<file path="config.mk">
export PLATFORM = sky130hd
export DESIGN_NAME = ps2_host_tx
export DESIGN_NICKNAME = d
export VERILOG_FILES = /design/src/rtl/ps2_host_tx.sv
export SDC_FILE = /design/constraint.sdc
export NUM_CORES = 1
export LEC_CHECK = 0
export ABC_AREA = 1
export CORE_UTILIZATION = 34
export DETAILED_ROUTE_END_ITERATION = 8
export GPL_ROUTABILITY_DRIVEN = 1
export HOLD_SLACK_MARGIN = 0.06
export MAX_ROUTING_LAYER = met4
export PLACE_DENSITY = 0.49
export SLEW_MARGIN = 25
export SYNTH_ARGS = -nofsm -noshare
export SYNTH_HDL_FRONTEND = slang
export SYNTH_SLANG_ARGS = --single-unit
</file>
<file path="constraint.sdc">
create_clock -name clk -period 3.35 [get_ports clk]
set_input_delay 0.335 -clock clk [delete_from_list [all_inputs] [get_ports clk]]
set_output_delay 0.335 -clock clk [all_outputs]
set_load 0.02 [all_outputs]
</file>
<file path="src/rtl/ps2_host_tx.sv">
// ps2_host_tx: host-to-device PS/2 transmitter.
// Sends one command byte to the device. The sequence is:
//   1. clock inhibit
//   2. request-to-send
//   3. 8 data bits, LSB first
//   4. odd parity bit
//   5. stop bit
//   6. device ACK
// The PS/2 lines are open-drain, so they are driven only through the
// active-high pull-low enables ps2_clk_oe and ps2_data_oe.
// Optional build macro PS2_TX_ACK_CHECK_EN: when defined, a NACK from the
// device ends the frame with an err pulse instead of a done pulse.
`default_nettype none

module ps2_host_tx #(
  parameter int INHIBIT_CYCLES     = 5000,
  parameter int RTS_CYCLES         = 100,
  parameter int FIRST_EDGE_TIMEOUT = 750000,
  parameter int BIT_TIMEOUT        = 8191
) (
  input  logic       clk,
  input  logic       rst,
  input  logic       ps2_clk_in,
  input  logic       ps2_data_in,
  output logic       ps2_clk_oe,
  output logic       ps2_data_oe,
  input  logic       ps2_wr_en,
  input  logic [7:0] ps2_wr_data,
  output logic       ps2_tx_ready,
  output logic       ps2_tx_done,
  output logic       ps2_tx_err,
  output logic       ps2_rx_en
);

  localparam int PH_MAX  = (INHIBIT_CYCLES > RTS_CYCLES) ? INHIBIT_CYCLES : RTS_CYCLES;
  localparam int CNT_W   = $clog2(PH_MAX + 1);
  localparam int TMO_MAX = (FIRST_EDGE_TIMEOUT > BIT_TIMEOUT) ? FIRST_EDGE_TIMEOUT : BIT_TIMEOUT;
  localparam int TMO_W   = $clog2(TMO_MAX + 1);

  localparam logic [CNT_W-1:0] INH_LAST  = CNT_W'(INHIBIT_CYCLES - 1);
  localparam logic [CNT_W-1:0] RTS_LAST  = CNT_W'(RTS_CYCLES - 1);
  localparam logic [CNT_W-1:0] CNT_ONE   = CNT_W'(1);
  localparam logic [TMO_W-1:0] TMO_FIRST = TMO_W'(FIRST_EDGE_TIMEOUT);
  localparam logic [TMO_W-1:0] TMO_BIT   = TMO_W'(BIT_TIMEOUT);
  localparam logic [TMO_W-1:0] TMO_ONE   = TMO_W'(1);

  typedef enum logic [2:0] {
    ST_IDLE,
    ST_INHIBIT,
    ST_RTS,
    ST_DATA,
    ST_ACK,
    ST_WAIT_IDLE
  } state_t;

  state_t             state_q, state_d;
  logic [CNT_W-1:0]   cnt_q, cnt_d;
  logic [TMO_W-1:0]   tmo_q, tmo_d;
  logic [3:0]         bit_cnt_q, bit_cnt_d;
  logic [9:0]         shift_q, shift_d;
  logic               clk_oe_q, clk_oe_d;
  logic               data_oe_q, data_oe_d;
  logic               done_q, done_d;
  logic               err_q, err_d;
  logic               tmo_hit;
`ifdef PS2_TX_ACK_CHECK_EN
  logic               nack_q, nack_d;
`endif

  // Two-flop synchronisers; the lines idle high, so the flops reset to 1.
  logic clk_s1_q, clk_s2_q, clk_prev_q;
  logic data_s1_q, data_s2_q;
  logic fe;

  // Synchronise the raw PS/2 lines and keep the previous clock sample for edge detection.
  always_ff @(posedge clk) begin
    if (rst) begin
      clk_s1_q   <= 1'b1;
      clk_s2_q   <= 1'b1;
      clk_prev_q <= 1'b1;
      data_s1_q  <= 1'b1;
      data_s2_q  <= 1'b1;
    end else begin
      clk_s1_q   <= ps2_clk_in;
      clk_s2_q   <= clk_s1_q;
      clk_prev_q <= clk_s2_q;
      data_s1_q  <= ps2_data_in;
      data_s2_q  <= data_s1_q;
    end
  end

  assign fe = clk_prev_q & ~clk_s2_q;

  // Control registers: state, counters, registered line enables and status pulses.
  always_ff @(posedge clk) begin
    if (rst) begin
      state_q   <= ST_IDLE;
      cnt_q     <= '0;
      tmo_q     <= '0;
      bit_cnt_q <= '0;
      clk_oe_q  <= 1'b0;
      data_oe_q <= 1'b0;
      done_q    <= 1'b0;
      err_q     <= 1'b0;
`ifdef PS2_TX_ACK_CHECK_EN
      nack_q    <= 1'b0;
`endif
    end else begin
      state_q   <= state_d;
      cnt_q     <= cnt_d;
      tmo_q     <= tmo_d;
      bit_cnt_q <= bit_cnt_d;
      clk_oe_q  <= clk_oe_d;
      data_oe_q <= data_oe_d;
      done_q    <= done_d;
      err_q     <= err_d;
`ifdef PS2_TX_ACK_CHECK_EN
      nack_q    <= nack_d;
`endif
    end
  end

  // Frame shift register; pure data path, so it is not reset.
  always_ff @(posedge clk) begin
    shift_q <= shift_d;
  end

  // Next-state logic: frame sequencing, bit shifting and timeout supervision.
  always_comb begin
    state_d   = state_q;
    cnt_d     = cnt_q;
    tmo_d     = tmo_q;
    bit_cnt_d = bit_cnt_q;
    shift_d   = shift_q;
    clk_oe_d  = clk_oe_q;
    data_oe_d = data_oe_q;
    done_d    = 1'b0;
    err_d     = 1'b0;
    tmo_hit   = 1'b0;
`ifdef PS2_TX_ACK_CHECK_EN
    nack_d    = nack_q;
`endif

    unique case (state_q)
      ST_IDLE: begin
        if (ps2_wr_en) begin
          // Frame layout, LSB first: {stop, odd parity, data}.
          shift_d   = {1'b1, ~^ps2_wr_data, ps2_wr_data};
          clk_oe_d  = 1'b1;
          data_oe_d = 1'b0;
          cnt_d     = '0;
          bit_cnt_d = '0;
          state_d   = ST_INHIBIT;
        end
      end

      ST_INHIBIT: begin
        if (cnt_q == INH_LAST) begin
          // Start bit: pull data low while the clock is still inhibited.
          data_oe_d = 1'b1;
          cnt_d     = '0;
          state_d   = ST_RTS;
        end else begin
          cnt_d = cnt_q + CNT_ONE;
        end
      end

      ST_RTS: begin
        if (cnt_q == RTS_LAST) begin
          clk_oe_d  = 1'b0;
          tmo_d     = TMO_FIRST;
          bit_cnt_d = '0;
          state_d   = ST_DATA;
        end else begin
          cnt_d = cnt_q + CNT_ONE;
        end
      end

      ST_DATA: begin
        if (fe) begin
          // A device falling edge takes priority over a timeout expiring in the same cycle.
          data_oe_d = ~shift_q[0];
          shift_d   = {1'b0, shift_q[9:1]};
          bit_cnt_d = bit_cnt_q + 4'd1;
          tmo_d     = TMO_BIT;
          if (bit_cnt_q == 4'd9) begin
            state_d = ST_ACK;
          end
        end else if (tmo_q <= TMO_ONE) begin
          tmo_hit = 1'b1;
        end else begin
          tmo_d = tmo_q - TMO_ONE;
        end
      end

      ST_ACK: begin
        if (fe) begin
`ifdef PS2_TX_ACK_CHECK_EN
          nack_d = data_s2_q;
`endif
          tmo_d   = TMO_BIT;
          state_d = ST_WAIT_IDLE;
        end else if (tmo_q <= TMO_ONE) begin
          tmo_hit = 1'b1;
        end else begin
          tmo_d = tmo_q - TMO_ONE;
        end
      end

      ST_WAIT_IDLE: begin
        if (clk_s2_q && data_s2_q) begin
`ifdef PS2_TX_ACK_CHECK_EN
          err_d  = nack_q;
          done_d = ~nack_q;
`else
          done_d = 1'b1;
`endif
          state_d = ST_IDLE;
        end else if (tmo_q <= TMO_ONE) begin
          tmo_hit = 1'b1;
        end else begin
          tmo_d = tmo_q - TMO_ONE;
        end
      end

      default: begin
        state_d = ST_IDLE;
      end
    endcase

    // Expiry abandons the frame: release both lines and report the error.
    if (tmo_hit) begin
      clk_oe_d  = 1'b0;
      data_oe_d = 1'b0;
      err_d     = 1'b1;
      state_d   = ST_IDLE;
    end
  end

  assign ps2_clk_oe   = clk_oe_q;
  assign ps2_data_oe  = data_oe_q;
  assign ps2_tx_done  = done_q;
  assign ps2_tx_err   = err_q;
  assign ps2_tx_ready = (state_q == ST_IDLE);
  assign ps2_rx_en    = ps2_tx_ready;

endmodule

`default_nettype wire

</file>
==> metrics.md, run 1 <==
| Metric | Value |
|---|---|
| R2r startpoint | `state_q[1]` |
| Overflow after GRT | `0` |
| Post-synthesis cell area | `3700 sq um` |
| Die W | `106 um` |
| Die height | `106 um` |
| FMAX | `449 MHz` |
| Dominant cells by area after synthesis | `dfxtp_1, nand2_1, edfxtp_1, inv_1, nor2_1` |
| DRT antenna net count | `0` |
| Vias in the first global route | `3194` |
| Synth cell types | `42` |
| Die Area | `11300 sq um` |
| Clock skew after layout | `10.3 ps` |
| Core area | `roughly 10000 sq um` |
| Final setup vio count | `0` |
| Largest net degree at the start of global routing | `31` |
| Vias per std cell | `4.84` |
| RSZ-0062 raised after global routing | `false` |
| Synth Instances | `541` |
| Io pins | `19` |
| Initial antenna violation count | `0` |
| Clock Sink Count | `just under 60` |
| Seq pwr share | `25.0%` |
| Hold Path Origin | `data_s1_q` |
| Critical path launch point type | `flip-flop` |
| Worst rel slew slack | `61.5%` |
| Int Pwr | `0.00214 W` |
| Comb power frac | `59.3%` |
| Row count | `37` |
| Most common flop cell mapped by yosys | `dfxtp_1` |
| NetSw | `between 0.002 and 0.0025 W` |
| Setup crit end kind | `output port` |
| Worst Hold End | `data_s2_q` |
| Num CTS Buffers | `9` |
| Final #Nets | `578` |
| Number of flops mapped to enable cells by yosys | `10` |
| Share of the synthesized area in the top cell type | `between 20% and 30%` |
| ANT cells | `0` |
| Clk_lat worst skew | `about 350 ps` |
| Area grow syn2layout | `13.0%` |
| Worst r2r dst | `tmo_q[4]` |
| Drt pass-1 iters | `5` |
| Yosys reg bits | `59` |
| CP max FO | `7` |
| Port Buffer Count | `18` |
| DP HPWL | `6730 um` |
| Status | `complete, no violations` |
| Total GRT Usage | `a little under a fifth` |
| DRC errors left | `0` |
| Syn. warnings | `0` |
| Wire per inst | `13.1 um` |
| CTS HTree Levels | `3` |
| Crit Path Class | `reg -> out` |
| Via Count | `3395` |
| Max IR drop VDD | `approximately 0.33 mV` |
| Most common cell after layout, fill and taps aside | `nand2_1` |
| R2R setup slack | `between 1000 and 1500 ps` |
| Worst-margin pin slew | `577 ps` |
| CP Data Arrival Time | `1890 ps` |
| DR iter-0 viols | `163` |
| Final setup TNS | `0 ps` |
| Initial Utilization | `35.4%` |
| Static Leak | `~1.8 nW` |
| Seq/Total Area, Yosys | `34.6%` |
| Hold Path Depth | `1` |
| Mapped Nets | `around 560` |
| Area leader, netlist | `dfxtp_1` |
| Max-cap violation count | `0` |
| CP max stage delay | `about 690 ps` |
| Slew Limit Fails | `0` |
| CP max-delay cell | `dfxtp_1` |
| DP Area | `3980 sq um` |
| First-pass GRT wire length | `15800 um` |
| Switching Fraction | `around 51%` |
| Fillers | `around 1200` |
| Syn Area/Cell | `between 6 and 7 sq um` |
| Required time worst endpoint | `approximately 3000 ps` |
| Final instance area | `4190 sq um` |
| Clock-pin slew on the worst setup and hold paths | `70 ps` |
| Tmin final | `2230 ps` |
| Hold Buf Count CTS | `0` |
| Most frequent cells in the layout | `nand2_1, inv_1, nor2_1` |
| Hold WC Path Type | `reg -> reg` |
| Clock Tree Buf Depth | `2` |
| FF+latch area | `1280 sq um` |
| CP Cell Sequence | `inv_4, nand2_2, nor2_4, clkdlybuf4s50_1` |
| FF-to-FF path depth | `10` |
| Cts repair resizes | `0` |
| DRT Wirelength | `9180 um` |
| Async S/R FF share, synth | `0%` |
| Clock share of power | `15.7%` |
| Setup Buffers After CTS | `0` |
| Final Wtd Congestion | `just under 0.9` |
| Power Dens Cells | `around 1000 nW/um^2` |
| Fin crit share | `66.4%` |
| Final hold vios | `0` |
| Root Driver | `clkbuf_8` |
| CTS tree | `built` |
| Layout cells sized above 1 | `between 10% and 20%` |
| Area of the multi-input gates | `2060 sq um` |
## cells in the mapped netlist, types with 2 or more instances
| cell type | instances |
|---|---|
| nand2_1 | 149 |
| inv_1 | 62 |
| nor2_1 | 59 |
| dfxtp_1 | 49 |
| nand3_1 | 35 |
| a21oi_1 | 25 |
| o21ai_0 | 23 |
| nand4_1 | 15 |
| nor3_1 | 12 |
| xor2_1 | 11 |
| edfxtp_1 | 10 |
| nand2_2 | 8 |
| inv_2 | 7 |
| nand2_4 | 6 |
| o211ai_1 | 6 |
| a21oi_2 | 5 |
| buf_6 | 5 |
| ha_1 | 5 |
| nand3b_1 | 5 |
| xnor2_1 | 5 |
| clkbuf_1 | 4 |
| nor2_2 | 4 |
| nor2_4 | 4 |
| o21ai_2 | 4 |
| or2_2 | 4 |
| a31oi_1 | 2 |
| o21ai_1 | 2 |
## cell families (layout without fill, tap and decap cells)
| kind of cell | count (synthesis) | in the layout | synth area share, % |
|---|---|---|---|
| AOI/OAI and AO/OA | 70 | 70 | 11.1 |
| DFF | 59 | 59 | 34.6 |
| adders and majority gates | 5 | 5 | 1.69 |
| xor gates and xnor gates | 16 | 16 | 3.78 |
| buffers and inverters | 83 | 107 | 9.66 |
| and+or+nand+nor | 308 | 308 | 39.1 |
## metrics by stage
step                utilization, %  setup WS, ps  power, W  hold WS (ps)  std cells
finish                        40.0          1120   0.00439           417        701
global route                  40.0           982   0.00485           427        701
CTS                           40.0          1090   0.00440           420        701
detailed placement            38.1          1190   0.00370           403        685
global placement              38.1          1230   0.00369           396        685
floorplan                        -          1320   0.00312           389        541
## critical path: cells and delay by family (launching register included)
kind / cells / cell delay, ps
buf+inv: 2 / 650
simple gates: 2 / 200
flops: 1 / 690
## layout make-up
type / count / area share (%)
timing repair buffer: 20 / 4.66
clock inverter: 4 / 1.20
tap: 136 / 4.06
inverter: 71 / 6.46
multi-input combinational: 399 / 49.3
clock buffer: 12 / 3.71
sequential: 59 / 30.6
## flip-flops by register name, summed over array words and instances, names as in the netlist
signal,flops
bit_cnt_q,4
clk_prev_q,1
clk_s1_q,1
clk_s2_q,1
cnt_q,13
data_s1_q,1
data_s2_q,1
ps2_clk_oe,1
ps2_data_oe,1
ps2_tx_done,1
ps2_tx_err,1
shift_q,10
state_q,3
tmo_q,20
## metal layers
layer  routed length, um  track usage [%]  up-vias
li1                    -                -     1780
met1                4620             25.4     1516
met2                4020             26.6       89
met3                 435             3.31       10
met4                 104             6.55        0
met5                   0                -        -
## power groups by stage
| stage | sequential [W] | clock (W) | combinational [W] |
|---|---|---|---|
| 2_1_floorplan | 0.00104 | 0 | 0.00208 |
| 3_3_place_gp | 0.00111 | 0 | 0.00258 |
| 3_5_place_dp | 0.00111 | 0 | 0.00259 |
| 4_1_cts | 0.00110 | 0.000709 | 0.00260 |
| 5_1_grt | 0.00113 | 0.000737 | 0.00299 |
| 6_report | 0.00110 | 0.000690 | 0.00260 |
## worst max path at each step
stage                       to  slack [ps]        from
detailed placement    tmo_q[4]        1190  state_q[1]
global route         tmo_q[12]         980  state_q[1]
floorplan           shift_q[0]        1320  state_q[2]
global placement      tmo_q[4]        1230  state_q[1]
finish               ps2_rx_en        1120  state_q[2]
CTS                  ps2_rx_en        1090  state_q[2]
Note: power is estimated with default switching activity, not from simulation.
==> run 2: changes to the inputs <==
- clock period: 3.35 -> 2.1 ns (I/O delays scaled with it)
==> metrics.md, run 2 (synthesis gave the netlist of run 1 again) <==
| Metric | Value |
|---|---|
| Worst-margin pin slew | `463 ps` |
| Leading registers by flop count | `tmo_q: 20 flops, cnt_q: 13 flops, shift_q: 10 flops` |
| DRT antenna net count | `0` |
| Core area | `approximately 10000 sq um` |
| Critical path launch point type | `flip-flop` |
| Via Count | `3422` |
| Non-Filler Instances | `about 710` |
| Largest net degree at the start of global routing | `25` |
| Most common cell after layout, fill and taps aside | `nand2_1` |
| NetSw | `0.00370 W` |
| Comb power frac | `59.0%` |
| R2R setup slack | `190 ps` |
| Number of flip-flops in the largest register | `20` |
| RSZ-0062 raised after global routing | `false` |
| Placed instance count | `696` |
| Tmin final | `around 2000 ps` |
| Clock Tree Buf Depth | `2` |
| Required time worst endpoint | `between 1500 and 2000 ps` |
| Final Wtd Congestion | `0.839` |
| Initial antenna violation count | `0` |
| Drt pass-1 iters | `4` |
| Clk_lat worst skew | `370 ps` |
| Die W | `106 um` |
| Slew Limit Fails | `0` |
| Worst r2r dst | `tmo_q[4]` |
| Max-cap violation count | `0` |
| DRC errors left | `0` |
| Status | `complete, no violations` |
| Setup crit end | `ps2_rx_en` |
| R2r startpoint | `cnt_q[0]` |
| Crit Path Class | `reg -> out` |
| CP max FO | `6` |
| Seq pwr share | `23.2%` |
| DP HPWL | `about 7100 um` |
| Overflow after GRT | `0` |
| Port Buffer Count | `18` |
| Clock skew after layout | `6.52 ps` |
| DRT Wirelength | `9500 um` |
| Initial Utilization | `35.4%` |
| FMAX | `493 MHz` |
| Root Driver | `clkbuf_8` |
| Final setup TNS | `0 ps` |
| CP max-delay cell | `clkdlybuf4s50_1` |
| Clock-pin slew on the worst setup and hold paths | `70 ps` |
| Wire per inst | `13.3 um` |
| Hold Buf Count CTS | `0` |
| First-pass GRT wire length | `16200 um` |
| DR iter-0 viols | `between 200 and 250` |
| Most frequent cells in the layout | `nand2_1, inv_1, nor2_1` |
| Layout cells sized above 1 | `13.7%` |
| Die height | `106 um` |
| CTS HTree Levels | `3` |
| CP Cell Sequence | `buf_4, nor2_4, clkdlybuf4s50_1` |
| Biggest register | `tmo_q` |
| FF-to-FF path depth | `10` |
| Area grow syn2layout | `17.0%` |
| Final hold vios | `0` |
| Hold WC Path Type | `in -> reg` |
| Final setup vio count | `0` |
| CTS tree | `built` |
| CP Data Arrival Time | `1820 ps` |
| CP startpoint | `state_q[1]` |
| Worst rel slew slack | `around 70%` |
| Setup crit end kind | `output port` |
| Power Dens Cells | `1720 nW/um^2` |
| Clock Sink Count | `59` |
| Row count | `37` |
| Max IR drop VDD | `0.644 mV` |
| Int Pwr | `0.00376 W` |
| Clock share of power | `around 18%` |
| Io pins | `19` |
| Num CTS Buffers | `9` |
| Static Leak | `1.92 nW` |
| Fin crit share | `between 90% and 100%` |
| Vias in the first global route | `between 3000 and 4000` |
| Final #Nets | `589` |
| Die Area | `roughly 11000 sq um` |
| CP max stage delay | `630 ps` |
| Switching Fraction | `49.6%` |
| ANT cells | `0` |
| Fillers | `1148` |
| Vias per std cell | `4.81` |
| Total GRT Usage | `19.2%` |
## run 2: cell count changes in the layout (fill, tap and decap cells not counted), sizes merged
| cell | before | now |
|---|---|---|
| clkinvlp | 2 | 0 |
| bufinv | 1 | 2 |
| buf | 2 | 13 |
| clkbuf | 12 | 13 |
## run 2: worst max-delay path, delay by kind of cell, from the launching register on
family,cells,cell delay (ps)
buf+inv,2,850
flops,1,440
simple gates,1,160
## run 2: layout make-up
class | instances | area (sq um) | share of cell area (%)
clock buffers | 13 | 190 | 4.39
clock inverters | 3 | 65.1 | 1.50
inverters | 71 | 270 | 6.24
multi-input cells | 399 | 2060 | 47.7
flip-flops and latches | 59 | 1280 | 29.6
well taps | 136 | 170 | 3.93
repair buffers | 31 | 290 | 6.70
## run 2: power groups by stage
stage                     registers [W]  logic (W)  clock network, W
after CTS                       0.00173    0.00439           0.00136
after detailed placement        0.00175    0.00437                 0
after global routing            0.00177    0.00502           0.00141
after global placement          0.00175    0.00436                 0
final                           0.00173    0.00440           0.00133
after floorplan                 0.00166    0.00332                 0
## run 2: worst min-delay path by stage
| stage | startpoint | end | slack [ps] | depth (start not counted) |
|---|---|---|---|---|
| 2_1_floorplan | ps2_clk_in | clk_s1_q | 310 | 1 |
| 5_1_grt | ps2_data_in | data_s1_q | 410 | 2 |
| 3_5_place_dp | clk_s1_q | clk_s2_q | 390 | 1 |
| 4_1_cts | ps2_data_in | data_s1_q | 390 | 2 |
| 3_3_place_gp | clk_s1_q | clk_s2_q | 400 | 1 |
| 6_report | ps2_data_in | data_s1_q | 400 | 2 |
## run 2: per-layer routing
metal / part of all wire (%) / routed length [um] / global-route usage (%) / vias up
met5: 0 / 0 / - / -
met4: 2.2 / 208 / 9.62 / 0
met1: 52 / 4980 / 26.4 / 1530
li1: - / - / - / 1806
met3: 4.4 / 414 / 3.25 / 16
met2: 41 / 3900 / 26.8 / 70
## run 2: what timing repair did
action                     4_1_cts  5_1_grt
setup endpoints to repair        0        1
gates resized for setup          0        1
buffers inserted                 0        0
## run 2: metrics by stage
| stage | total power [W] | hold slack [ps] | instance area [sq um] | setup WS [ps] | utilization, % |
|---|---|---|---|---|---|
| finish | 0.00746 | 403 | 4330 | 70.6 | 41.4 |
| global placement | 0.00611 | 397 | 4080 | 236 | 39.0 |
| global route | 0.00821 | 410 | 4330 | 7.23 | 41.4 |
| floorplan | 0.00498 | 314 | 3700 | 73.0 | - |
| CTS | 0.00748 | 386 | 4330 | 43.0 | 41.4 |
| detailed placement | 0.00612 | 394 | 4080 | 182 | 39.0 |
